==> src/rtl/ps2_buffered_receiver_if.sv <==
// Receive-side bus of the PS/2 receiver: ready/valid byte stream plus status and error reporting.
interface ps2_buffered_receiver_if #(
  parameter int unsigned FIFO_ADDR_WIDTH = 4
);
  logic                       rxValid;
  logic [7:0]                 rxData;
  logic                       rxReady;
  logic [FIFO_ADDR_WIDTH:0]   fifoCount;
  logic                       overflow;
  logic                       clearOverflow;
  logic                       errorPulse;
  logic [1:0]                 errorCode;

  modport master (
    output rxValid, rxData, fifoCount, overflow, errorPulse, errorCode,
    input  rxReady, clearOverflow
  );

  modport slave (
    input  rxValid, rxData, fifoCount, overflow, errorPulse, errorCode,
    output rxReady, clearOverflow
  );
endinterface

==> src/rtl/ps2_buffered_receiver.sv <==
// PS/2 device-to-host receiver: synchronise, debounce, frame 11-bit words, queue good bytes in a FWFT FIFO.
module ps2_buffered_receiver #(
  parameter int unsigned SYNC_STAGES     = 2,
  parameter int unsigned DEBOUNCE_CYCLES = 15,
  parameter int unsigned WATCHDOG_CYCLES = 5120,
  parameter int unsigned FIFO_ADDR_WIDTH = 4
) (
  input  logic                    clock,
  input  logic                    reset,
  input  logic                    ps2Clock,
  input  logic                    ps2Data,
  ps2_buffered_receiver_if.master rx
);
  localparam int unsigned DB_W  = $clog2(DEBOUNCE_CYCLES + 1);
  localparam int unsigned WD_W  = $clog2(WATCHDOG_CYCLES + 1);
  localparam int unsigned DEPTH = 1 << FIFO_ADDR_WIDTH;
  localparam int unsigned CNT_W = FIFO_ADDR_WIDTH + 1;

  localparam logic [1:0] ERR_TIMEOUT = 2'b00;
  localparam logic [1:0] ERR_START   = 2'b01;
  localparam logic [1:0] ERR_PARITY  = 2'b10;
  localparam logic [1:0] ERR_STOP    = 2'b11;

  typedef enum logic [2:0] {S_IDLE, S_DATA, S_PARITY, S_STOP, S_ERROR} state_t;

  logic [SYNC_STAGES-1:0]   clk_sync, data_sync;
  logic [1:0]               sync_line, deb;
  logic [1:0][DB_W-1:0]     db_cnt;
  logic                     deb_clk_d;
  logic                     fall_c, edge_c, expired_c;
  logic [WD_W-1:0]          wd;
  state_t                   state;
  logic [2:0]               bit_cnt;
  logic                     parity;
  logic [7:0]               shift;
  logic                     error_pulse;
  logic [1:0]               error_code;
  logic                     push_c, pop_c, full_c, wr_en_c, ovf_evt_c;
  logic [7:0]               mem [DEPTH];
  logic [FIFO_ADDR_WIDTH-1:0] wr_ptr, rd_ptr;
  logic [CNT_W-1:0]         count, count_next_c;
  logic                     valid_q, overflow_q;

  // Two-line synchroniser; idle level of both PS/2 lines is high
  always_ff @(posedge clock or negedge reset) begin
    if (!reset) begin
      clk_sync  <= '1;
      data_sync <= '1;
    end else begin
      clk_sync  <= {clk_sync[SYNC_STAGES-2:0], ps2Clock};
      data_sync <= {data_sync[SYNC_STAGES-2:0], ps2Data};
    end
  end

  assign sync_line = {data_sync[SYNC_STAGES-1], clk_sync[SYNC_STAGES-1]};

  // Index 0 = clock line, index 1 = data line
  always_ff @(posedge clock or negedge reset) begin
    if (!reset) begin
      deb    <= 2'b11;
      db_cnt <= '0;
    end else begin
      for (int i = 0; i < 2; i++) begin
        if (sync_line[i] == deb[i]) begin
          db_cnt[i] <= '0;
        end else if (db_cnt[i] == DB_W'(DEBOUNCE_CYCLES - 1)) begin
          deb[i]    <= sync_line[i];
          db_cnt[i] <= '0;
        end else begin
          db_cnt[i] <= db_cnt[i] + DB_W'(1);
        end
      end
    end
  end

  assign fall_c    = deb_clk_d & ~deb[0];
  assign edge_c    = deb_clk_d ^ deb[0];
  assign expired_c = (wd == WD_W'(WATCHDOG_CYCLES));

  always_ff @(posedge clock or negedge reset) begin
    if (!reset) begin
      deb_clk_d <= 1'b1;
      wd        <= '0;
    end else begin
      deb_clk_d <= deb[0];
      if (edge_c)         wd <= '0;
      else if (!expired_c) wd <= wd + WD_W'(1);
    end
  end

  // Frame decoder; timeout only aborts a frame already in progress
  always_ff @(posedge clock or negedge reset) begin
    if (!reset) begin
      state       <= S_IDLE;
      bit_cnt     <= '0;
      parity      <= 1'b0;
      shift       <= '0;
      error_pulse <= 1'b0;
      error_code  <= ERR_TIMEOUT;
    end else begin
      error_pulse <= 1'b0;
      if ((state == S_DATA || state == S_PARITY || state == S_STOP) && !fall_c && expired_c) begin
        state       <= S_ERROR;
        error_pulse <= 1'b1;
        error_code  <= ERR_TIMEOUT;
      end else begin
        case (state)
          S_IDLE: if (fall_c) begin
            if (!deb[1]) begin
              state   <= S_DATA;
              bit_cnt <= '0;
              parity  <= 1'b0;
            end else begin
              state       <= S_ERROR;
              error_pulse <= 1'b1;
              error_code  <= ERR_START;
            end
          end
          S_DATA: if (fall_c) begin
            shift   <= {deb[1], shift[7:1]};
            parity  <= parity ^ deb[1];
            bit_cnt <= bit_cnt + 3'd1;
            if (bit_cnt == 3'd7) state <= S_PARITY;
          end
          S_PARITY: if (fall_c) begin
            if (parity ^ deb[1]) begin
              state <= S_STOP;
            end else begin
              state       <= S_ERROR;
              error_pulse <= 1'b1;
              error_code  <= ERR_PARITY;
            end
          end
          S_STOP: if (fall_c) begin
            if (deb[1]) begin
              state <= S_IDLE;
            end else begin
              state       <= S_ERROR;
              error_pulse <= 1'b1;
              error_code  <= ERR_STOP;
            end
          end
          S_ERROR: if (expired_c && deb[0] && deb[1]) state <= S_IDLE;
          default: state <= S_IDLE;
        endcase
      end
    end
  end

  // FIFO control; a push into a full FIFO survives only when a pop frees a slot the same cycle
  assign push_c       = (state == S_STOP) && fall_c && deb[1];
  assign pop_c        = valid_q & rx.rxReady;
  assign full_c       = (count == CNT_W'(DEPTH));
  assign wr_en_c      = push_c & (~full_c | pop_c);
  assign ovf_evt_c    = push_c & full_c & ~pop_c;
  assign count_next_c = count + CNT_W'(wr_en_c) - CNT_W'(pop_c);

  always_ff @(posedge clock) begin
    if (wr_en_c) mem[wr_ptr] <= shift;
  end

  always_ff @(posedge clock or negedge reset) begin
    if (!reset) begin
      wr_ptr     <= '0;
      rd_ptr     <= '0;
      count      <= '0;
      valid_q    <= 1'b0;
      overflow_q <= 1'b0;
    end else begin
      if (wr_en_c) wr_ptr <= wr_ptr + FIFO_ADDR_WIDTH'(1);
      if (pop_c)   rd_ptr <= rd_ptr + FIFO_ADDR_WIDTH'(1);
      count   <= count_next_c;
      valid_q <= (count_next_c != '0);
      if (ovf_evt_c)             overflow_q <= 1'b1;
      else if (rx.clearOverflow) overflow_q <= 1'b0;
    end
  end

  assign rx.rxValid    = valid_q;
  assign rx.rxData     = mem[rd_ptr];
  assign rx.fifoCount  = count;
  assign rx.overflow   = overflow_q;
  assign rx.errorPulse = error_pulse;
  assign rx.errorCode  = error_code;
endmodule

==> src/flat_wrapper.sv <==
// flat-port wrapper written by rule: the top's interface ports become plain ports
module ps2_buffered_receiver_flat 
#(
  parameter int unsigned SYNC_STAGES     = 2,
  parameter int unsigned DEBOUNCE_CYCLES = 15,
  parameter int unsigned WATCHDOG_CYCLES = 5120,
  parameter int unsigned FIFO_ADDR_WIDTH = 4
)
  (clock, reset, ps2Clock, ps2Data, rx_rxValid, rx_rxData, rx_fifoCount, rx_overflow, rx_errorPulse, rx_errorCode, rx_rxReady, rx_clearOverflow);
  ps2_buffered_receiver_if #(.FIFO_ADDR_WIDTH(FIFO_ADDR_WIDTH)) rx_i ();
  input  logic clock;
  input  logic reset;
  input  logic ps2Clock;
  input  logic ps2Data;
  output wire logic [$bits(rx_i.rxValid)-1:0] rx_rxValid;
  output wire logic [$bits(rx_i.rxData)-1:0] rx_rxData;
  output wire logic [$bits(rx_i.fifoCount)-1:0] rx_fifoCount;
  output wire logic [$bits(rx_i.overflow)-1:0] rx_overflow;
  output wire logic [$bits(rx_i.errorPulse)-1:0] rx_errorPulse;
  output wire logic [$bits(rx_i.errorCode)-1:0] rx_errorCode;
  input wire logic [$bits(rx_i.rxReady)-1:0] rx_rxReady;
  input wire logic [$bits(rx_i.clearOverflow)-1:0] rx_clearOverflow;
  assign rx_rxValid = rx_i.rxValid;
  assign rx_rxData = rx_i.rxData;
  assign rx_fifoCount = rx_i.fifoCount;
  assign rx_overflow = rx_i.overflow;
  assign rx_errorPulse = rx_i.errorPulse;
  assign rx_errorCode = rx_i.errorCode;
  assign rx_i.rxReady = rx_rxReady;
  assign rx_i.clearOverflow = rx_clearOverflow;
  ps2_buffered_receiver #(.SYNC_STAGES(SYNC_STAGES), .DEBOUNCE_CYCLES(DEBOUNCE_CYCLES), .WATCHDOG_CYCLES(WATCHDOG_CYCLES), .FIFO_ADDR_WIDTH(FIFO_ADDR_WIDTH)) u_core (.clock(clock), .reset(reset), .ps2Clock(ps2Clock), .ps2Data(ps2Data), .rx(rx_i));
endmodule
==> config.mk <==
export PLATFORM = sky130hd
export DESIGN_NAME = ps2_buffered_receiver_flat
export DESIGN_NICKNAME = d
export VERILOG_FILES = /design/src/rtl/ps2_buffered_receiver_if.sv /design/src/rtl/ps2_buffered_receiver.sv /design/src/flat_wrapper.sv
export SDC_FILE = /design/constraint.sdc
export NUM_CORES = 1
export LEC_CHECK = 0
export ABC_CLOCK_PERIOD_IN_PS = 4100
export CAP_MARGIN = 20
export CORE_MARGIN = 2
export CORE_UTILIZATION = 59
export CTS_BUF_LIST = sky130_fd_sc_hd__clkbuf_16
export CTS_CLUSTER_DIAMETER = 60
export DETAILED_ROUTE_END_ITERATION = 8
export PLACE_DENSITY_LB_ADDON = 0.2
export REMOVE_ABC_BUFFERS = 1
export SKIP_LAST_GASP = 1
export SYNTH_ARGS = -nofsm -noshare
export SYNTH_HDL_FRONTEND = slang
export SYNTH_SLANG_ARGS = --single-unit
==> constraint.sdc <==
create_clock -name clock -period 4.1 [get_ports clock]
set_clock_uncertainty 0.15 [all_clocks]
set_input_delay 1.23 -clock clock [delete_from_list [all_inputs] [get_ports clock]]
set_output_delay 1.23 -clock clock [all_outputs]
set_load 0.1 [all_outputs]
==> results of run 1 <==
-- layout make-up --
class / count / area (µm²)
flip-flops and latches: 189 / 5380
multi-input cells: 249 / 2420
inverters: 18 / 67.6
well taps: 176 / 220
clock inverters: 15 / 148
repair buffers: 34 / 373
clock buffers: 17 / 425
fillers: 895 / 4210
-- registers in the layout, summed over array words and instances, names as in the netlist, 2 cells and up --
| signal | flops |
|---|---|
| u_core.state | 3 |
| u_core.mem | 128 |
| u_core.deb | 2 |
| u_core.clk_sync | 2 |
| u_core.rx.errorCode | 2 |
| u_core.rd_ptr | 4 |
| u_core.data_sync | 2 |
| u_core.rx.fifoCount | 5 |
| u_core.shift | 8 |
| u_core.wd | 13 |
| u_core.db_cnt | 8 |
| u_core.bit_cnt | 3 |
| u_core.wr_ptr | 4 |
-- power by group --
part	total (mW)	switching [mW]	internal, mW
clock	1.57	0.675	0.895
combinational	1.44	0.920	0.520
sequential	2.28	0.159	2.12
-- kinds of logic after synthesis --
| group | count (synthesis) | synth area share |
|---|---|---|
| adders and majority gates | 21 | 0.0337 |
| xor gates and xnor gates | 28 | 0.0306 |
| DFF | 189 | 0.671 |
| AOI/OAI and AO/OA | 39 | 0.0342 |
| and+or+nand+nor | 115 | 0.0880 |
| muxes | 46 | 0.115 |
| buffers and inverters | 38 | 0.0278 |
-- critical path: cells and delay by family (launching register included) --
| kind | cells | cell delay [ps] |
|---|---|---|
| flip-flops | 1 | 660 |
| multiplexers | 1 | 510 |
| buffers and inverters | 2 | 430 |
| AO/OA/AOI/OAI | 1 | 270 |
| AND/OR/NAND/NOR | 1 | 150 |
-- metrics by stage --
step	setup TNS, ps	cells	setup WS, ps
floorplan	-179	456	-26.3
detailed placement	0	666	262
global placement	0	666	304
finish	0	698	253
global route	0	698	119
CTS	0	698	79.9
-- routing by layer --
metal,vias to the layer above,track usage
met5,-,0
met2,82,0.343
met3,11,0.0377
met1,2048,0.281
met4,0,0.0749
li1,1897,-
-- cells in the mapped netlist (4+ instances only) --
master and number:
sky130_fd_sc_hd__buf_2 4, sky130_fd_sc_hd__nand4_1 4, sky130_fd_sc_hd__dfrtp_1 54, sky130_fd_sc_hd__and4_1 5, sky130_fd_sc_hd__ha_1 20, sky130_fd_sc_hd__nor2_1 11
sky130_fd_sc_hd__mux4_1 12, sky130_fd_sc_hd__nand3b_1 4, sky130_fd_sc_hd__mux2_2 13, sky130_fd_sc_hd__nor4b_1 5, sky130_fd_sc_hd__xnor2_1 14, sky130_fd_sc_hd__buf_6 6
sky130_fd_sc_hd__nand3_1 12, sky130_fd_sc_hd__nor2b_1 4, sky130_fd_sc_hd__dfstp_2 7, sky130_fd_sc_hd__o21ai_0 4, sky130_fd_sc_hd__xor2_1 14, sky130_fd_sc_hd__inv_1 18
sky130_fd_sc_hd__or3_1 5, sky130_fd_sc_hd__a21oi_1 6, sky130_fd_sc_hd__clkbuf_1 4, sky130_fd_sc_hd__nand2_1 20, sky130_fd_sc_hd__edfxtp_1 128, sky130_fd_sc_hd__and2_1 21
sky130_fd_sc_hd__a22oi_1 16, sky130_fd_sc_hd__nand2b_1 4, sky130_fd_sc_hd__mux4_2 20, sky130_fd_sc_hd__nor3_1 6
-- worst paths after layout --
kind                                       to  cells after the start
setup reg to reg            u_core.rx.rxValid                     10
hold / removal             u_core.clk_sync[1]                      0
setup / recovery                 rx_rxData[2]                      5
max in group asynchronous    u_core.rd_ptr[0]                      2
min in group asynchronous    u_core.db_cnt[1]                      1
hold reg to reg            u_core.clk_sync[1]                      0
-- repair_timing --
item,4_1_cts,5_1_grt
endpoints found under the hold margin,0,0
gates resized for setup,0,1
setup endpoints to repair,0,2
==> results.py, run 1 <==
metrics = {
    "synth": {
        "synth_area_per_cell_um2": 16.8,
        "synthCells": 476,
        "yosys-top-cells-area": "sky130_fd_sc_hd__edfxtp_1, sky130_fd_sc_hd__dfrtp_1, sky130_fd_sc_hd__mux4_2",
        "synth_edf_count": 128,
        "ys_seq_area_frac": 0.671,
        "synth_largest_area_cell": "sky130_fd_sc_hd__edfxtp_1",
        "async_flop_share": 0.323,
        "number_of_distinct_library_cells_after_synthesis": 51,
        "ys.warnings.count": 0,
        "synth-main-ff-cell": "sky130_fd_sc_hd__edfxtp_1",
        "ys_ff_latch": 189,
        "synth_area_um2": 8020,
        "synth_top_cell_area_share": 0.479,
    },
    "clock_network": {
        "post_cts_hold_buffer_count": 0,
        "cts_setup_buffers": 0,
        "numCtsBuffers": 17,
        "htree_num_levels": 4,
        "clock_tree.root_cell": "sky130_fd_sc_hd__clkbuf_16",
        "tritoncts": "done",
        "maximum_buffer_depth_of_the_clock_tree": 2,
        "clock_net_sink_count": 189,
        "clkTransAtPathRegs_ps": 70,
        "clk_latency_ps": 420,
    },
    "timing": {
        "finalHoldWorstSlack_ps": 211,
        "total_count_of_hold_check_failures_in_the_final_report": 0,
        "report.final.setup_viol": 0,
        "timing.final.crit_share": 0.938,
        "timing_max_transition_violations_final": 0,
        "rsz0062_at_grt": "false",
        "tightest_pin_transition_ps": 980,
        "period_needed_ps": 3850,
        "clock.fmax_ghz": 0.260,
        "slew-limit-headroom": 0.345,
    },
    "routing": {
        "drt-pass1-iter-count": 4,
        "met2RoutedLength_mm": 7.23,
        "detail_route.wirelength_mm": 13.8,
        "m1WireLength_mm": 5.93,
        "final_antenna_net_count": 0,
        "topRoutingLayerUsed": "met4",
        "route.met3.wl_um": 478,
        "viasPerCell": 5.79,
        "detail_route.drc_violations": 0,
        "vias": 4038,
        "wire_per_inst_um": 19.7,
        "drt_iter0_drc": 331,
    },
    "setup_path": {
        "r2r-start": "u_core.deb[0]",
        "data_arrival_time_of_the_critical_path_ps": 2470,
        "worst_path_max_delay_cell": "sky130_fd_sc_hd__dfrtp_4",
        "crit_path_start": "u_core.rd_ptr[0]",
        "worstPathMaxFanout": 20,
        "worstSetupEndpointType": "primary output",
        "critical_path.max_stage_delay_ps": 660,
        "ff2ff_setup_slack_ps": 1050,
        "timing_worst_setup_path_type": "flip-flop to primary output",
        "cp_data_required_time_ps": 2720,
        "worstPathCellList": "buf_4 -> mux4_2 -> a22oi_1 -> nand2_1 -> buf_12",
        "startpoint_type_of_the_worst_setup_path": "flip-flop",
    },
    "floorplan": {
        "dieArea_um2": 14500,
        "io_pins": 24,
        "cell_rows": 42,
        "die_span_x_um": 121,
        "dieHeight_um": 121,
        "fp.coreArea_um2": 13200,
        "initial_core_utilization": 0.606,
    },
    "power": {
        "p_total_mw": 5.29,
        "total_leakage_power_nw": 3.40,
        "powerDensity_nw_per_um2": 585,
        "vdd_ir_drop_max_uv": 411,
    },
    "grt": {
        "grt_util_all_layers": 0.208,
        "grt_pass1_vias": 4180,
        "antenna_found_initial": 0,
        "maximum_number_of_pins_on_one_net_before_global_route_repair": 36,
        "gr-total-overflow": 0,
        "grt_pass1_wl_mm": 22.4,
    },
    "placement": {
        "io_buffer_count": 23,
        "placedInstanceArea_um2": 8460,
        "hpwlAfterDp_mm": 9.11,
        "routabilityCongestion": 0.828,
    },
    "layout": {
        "layout_common_cells": "sky130_fd_sc_hd__edfxtp_1, sky130_fd_sc_hd__dfrtp_1, sky130_fd_sc_hd__and2_1",
        "final_cell_area_um2": 9030,
        "utilization": 0.682,
        "diodes": 0,
        "layout-drive-gt1-share": 0.195,
        "syn_to_final_growth_pct": 12.7,
        "most_common_cell_after_layout_fill_and_taps_aside": "sky130_fd_sc_hd__edfxtp_1",
        "final_net_count": 536,
    },
    "flow_run": {
        "cap_violations": 0,
    },
    "worst_hold_path": {
        "min_path_type": "flip-flop to flip-flop",
        "min-delay-start": "u_core.clk_sync[0]",
    },
    "outcome": {
        "run_status": "finished clean",
    },
}
No activity file was read; power rests on OpenSTA's default activity.
==> run 2, diff against run 1 <==
--- a/config.mk
+++ b/config.mk
@@ -6,15 +6,16 @@
 export NUM_CORES = 1
 export LEC_CHECK = 0
 export ABC_CLOCK_PERIOD_IN_PS = 4100
-export CAP_MARGIN = 20
 export CORE_MARGIN = 2
 export CORE_UTILIZATION = 59
 export CTS_BUF_LIST = sky130_fd_sc_hd__clkbuf_16
 export CTS_CLUSTER_DIAMETER = 60
 export DETAILED_ROUTE_END_ITERATION = 8
+export MAX_ROUTING_LAYER = met4
 export PLACE_DENSITY_LB_ADDON = 0.2
 export REMOVE_ABC_BUFFERS = 1
 export SKIP_LAST_GASP = 1
+export SLEW_MARGIN = 0
 export SYNTH_ARGS = -nofsm -noshare
 export SYNTH_HDL_FRONTEND = slang
 export SYNTH_SLANG_ARGS = --single-unit
==> run 2 against run 1 <==
Effect of this change:
- non-clock buffer count stayed put
- via count fell by 0.15%
- die area unchanged
- first-iteration DRC count increased by 11%
- global-route usage increased by 0.63 points
- critical endpoint unchanged
- largest cell class unchanged
==> results.py, run 2 (synthesized netlist as in run 1, its figures left out) <==
metrics = {
    "outcome": {
        "run_status": "finished clean",
    },
    "layout": {
        "layout_common_cells": "sky130_fd_sc_hd__edfxtp_1, sky130_fd_sc_hd__dfrtp_1, sky130_fd_sc_hd__and2_1",
        "fill_cells": 895,
        "layout_top_registers": "u_core.mem x128, u_core.wd x13",
        "top_register": "u_core.mem",
        "number_of_flip_flops_under_the_largest_register_name": 128,
        "syn_to_final_growth_pct": 12.7,
        "diodes": 0,
        "final_net_count": 536,
        "layout-drive-gt1-share": 0.195,
        "most_common_cell_after_layout_fill_and_taps_aside": "sky130_fd_sc_hd__edfxtp_1",
        "final_cell_count_without_fillers": 698,
        "utilization": 0.682,
    },
    "clock_network": {
        "maximum_buffer_depth_of_the_clock_tree": 2,
        "clk_latency_ps": 420,
        "clkTransAtPathRegs_ps": 70,
        "clock_tree.root_cell": "sky130_fd_sc_hd__clkbuf_16",
        "htree_num_levels": 4,
        "post_cts_hold_buffer_count": 0,
        "numCtsBuffers": 17,
        "clock_net_sink_count": 189,
        "cts_setup_buffers": 0,
        "tritoncts": "done",
    },
    "setup_path": {
        "worstPathMaxFanout": 20,
        "cp_data_required_time_ps": 2720,
        "timing.critical_path.buf_inv": 2,
        "worstSetupEndpointType": "primary output",
        "critical_path.max_stage_delay_ps": 660,
        "timing_worst_setup_path_type": "flip-flop to primary output",
        "worst_path_max_delay_cell": "sky130_fd_sc_hd__dfrtp_4",
        "data_arrival_time_of_the_critical_path_ps": 2470,
        "worstPathCellList": "buf_4 -> mux4_2 -> a22oi_1 -> nand2_1 -> buf_12",
        "category_of_cells_accounting_for_the_largest_share_of_critical_path_delay": "flip-flops",
        "startpoint_type_of_the_worst_setup_path": "flip-flop",
    },
    "routing": {
        "detail_route.drc_violations": 0,
        "detail_route.wirelength_mm": 13.8,
        "viasPerCell": 5.78,
        "final_antenna_net_count": 0,
        "drt-pass1-iter-count": 4,
        "wire_per_inst_um": 19.7,
        "drt_iter0_drc": 369,
        "vias": 4032,
    },
    "grt": {
        "maximum_number_of_pins_on_one_net_before_global_route_repair": 36,
        "grt_pass1_vias": 4181,
        "gr-total-overflow": 0,
        "grt_util_all_layers": 0.214,
        "antenna_found_initial": 0,
        "grt_pass1_wl_mm": 22.4,
    },
    "timing": {
        "timing.final.crit_share": 0.939,
        "timing.final.ws_setup_ps": 249,
        "period_needed_ps": 3850,
        "slew-limit-headroom": 0.345,
        "rsz0062_at_grt": "false",
        "tightest_pin_transition_ps": 980,
        "report.final.setup_viol": 0,
        "timing_max_transition_violations_final": 0,
        "totalNegativeSetupSlack_ps": 0,
        "total_count_of_hold_check_failures_in_the_final_report": 0,
        "clock.fmax_ghz": 0.260,
    },
    "floorplan": {
        "dieArea_um2": 14500,
        "initial_core_utilization": 0.606,
        "io_pins": 24,
        "fp.coreArea_um2": 13200,
        "die_span_x_um": 121,
        "cell_rows": 42,
        "dieHeight_um": 121,
    },
    "power": {
        "total_leakage_power_nw": 3.40,
        "vdd_ir_drop_max_uv": 409,
        "powerDensity_nw_per_um2": 585,
    },
    "placement": {
        "placement.setup.worst_slack_ps": 262,
        "routabilityCongestion": 0.841,
        "io_buffer_count": 23,
        "dp.cells": 666,
        "hpwlAfterDp_mm": 9.11,
    },
    "worst_hold_path": {
        "min_path_type": "flip-flop to flip-flop",
    },
    "flow_run": {
        "cap_violations": 0,
    },
}
==> run 2: cell counts in the layout (fill, tap and decap cells not counted) <==
No cell type changed its count.
==> run 2: worst paths after layout <==
check,slack (ps),start,to,cells past startpoint
worst max register to register,1050,u_core.deb[0],u_core.rx.rxValid,10
max in group asynchronous,2430,reset,u_core.rd_ptr[0],2
worst min register to register,210,u_core.clk_sync[0],u_core.clk_sync[1],0
worst min-delay path,210,u_core.clk_sync[0],u_core.clk_sync[1],0
worst max-delay path,250,u_core.rd_ptr[0],rx_rxData[2],5
min in group asynchronous,650,reset,u_core.db_cnt[1],1
==> run 2: worst register-to-register path: stages, from the launching register on <==
cell                      delay (ps)
sky130_fd_sc_hd__dfstp_2         570
sky130_fd_sc_hd__inv_1            60
sky130_fd_sc_hd__ha_1            250
sky130_fd_sc_hd__and2b_2         260
sky130_fd_sc_hd__nand4_4         140
sky130_fd_sc_hd__nor2_2           60
sky130_fd_sc_hd__ha_1            230
sky130_fd_sc_hd__fa_1            400
sky130_fd_sc_hd__xor2_1          180
sky130_fd_sc_hd__or3_1           310
sky130_fd_sc_hd__or3_1           310
==> run 2: timing repair <==
action                                  CTS  global route
endpoints found under the setup margin    0             2
hold endpoints to repair                  0             0
gates resized for setup                   0             1
==> run 2: layout make-up <==
type	instances	area, µm²	share of cell area
Multi-Input combinational cell	249	2420	0.268
Sequential cell	189	5380	0.596
Clock buffer	17	425	0.0471
Tap cell	176	220	0.0244
Timing Repair Buffer	34	373	0.0413
Clock inverter	15	148	0.0163
Inverter	18	67.6	0.00748
==> run 2: power breakdown <==
part | leakage, nW | total [mW] | internal (mW) | switching [mW]
clock | 0.276 | 1.57 | 0.895 | 0.678
sequential | 1.96 | 2.27 | 2.12 | 0.157
combinational | 1.16 | 1.44 | 0.520 | 0.920
==> run 2: per-layer routing <==
metal / part of all wire / vias to the layer above / GRT usage / wire length (µm)
met4: 0.013 / 0 / 0.0749 / 181
met2: 0.52 / 67 / 0.343 / 7180
met1: 0.44 / 2055 / 0.281 / 6030
met3: 0.028 / 13 / 0.0377 / 382
met5: 0 / - / - / 0
li1: - / 1897 / - / -
==> run 2: through the flow <==
stage / power, mW / hold WS (ps) / instance area (µm²)
after floorplan: 3.30 / 195 / 7860
after global placement: 3.72 / 196 / 8460
after detailed placement: 3.76 / 199 / 8460
after CTS: 5.32 / 213 / 9030
after global routing: 5.49 / 216 / 9030
final: 5.29 / 211 / 9030
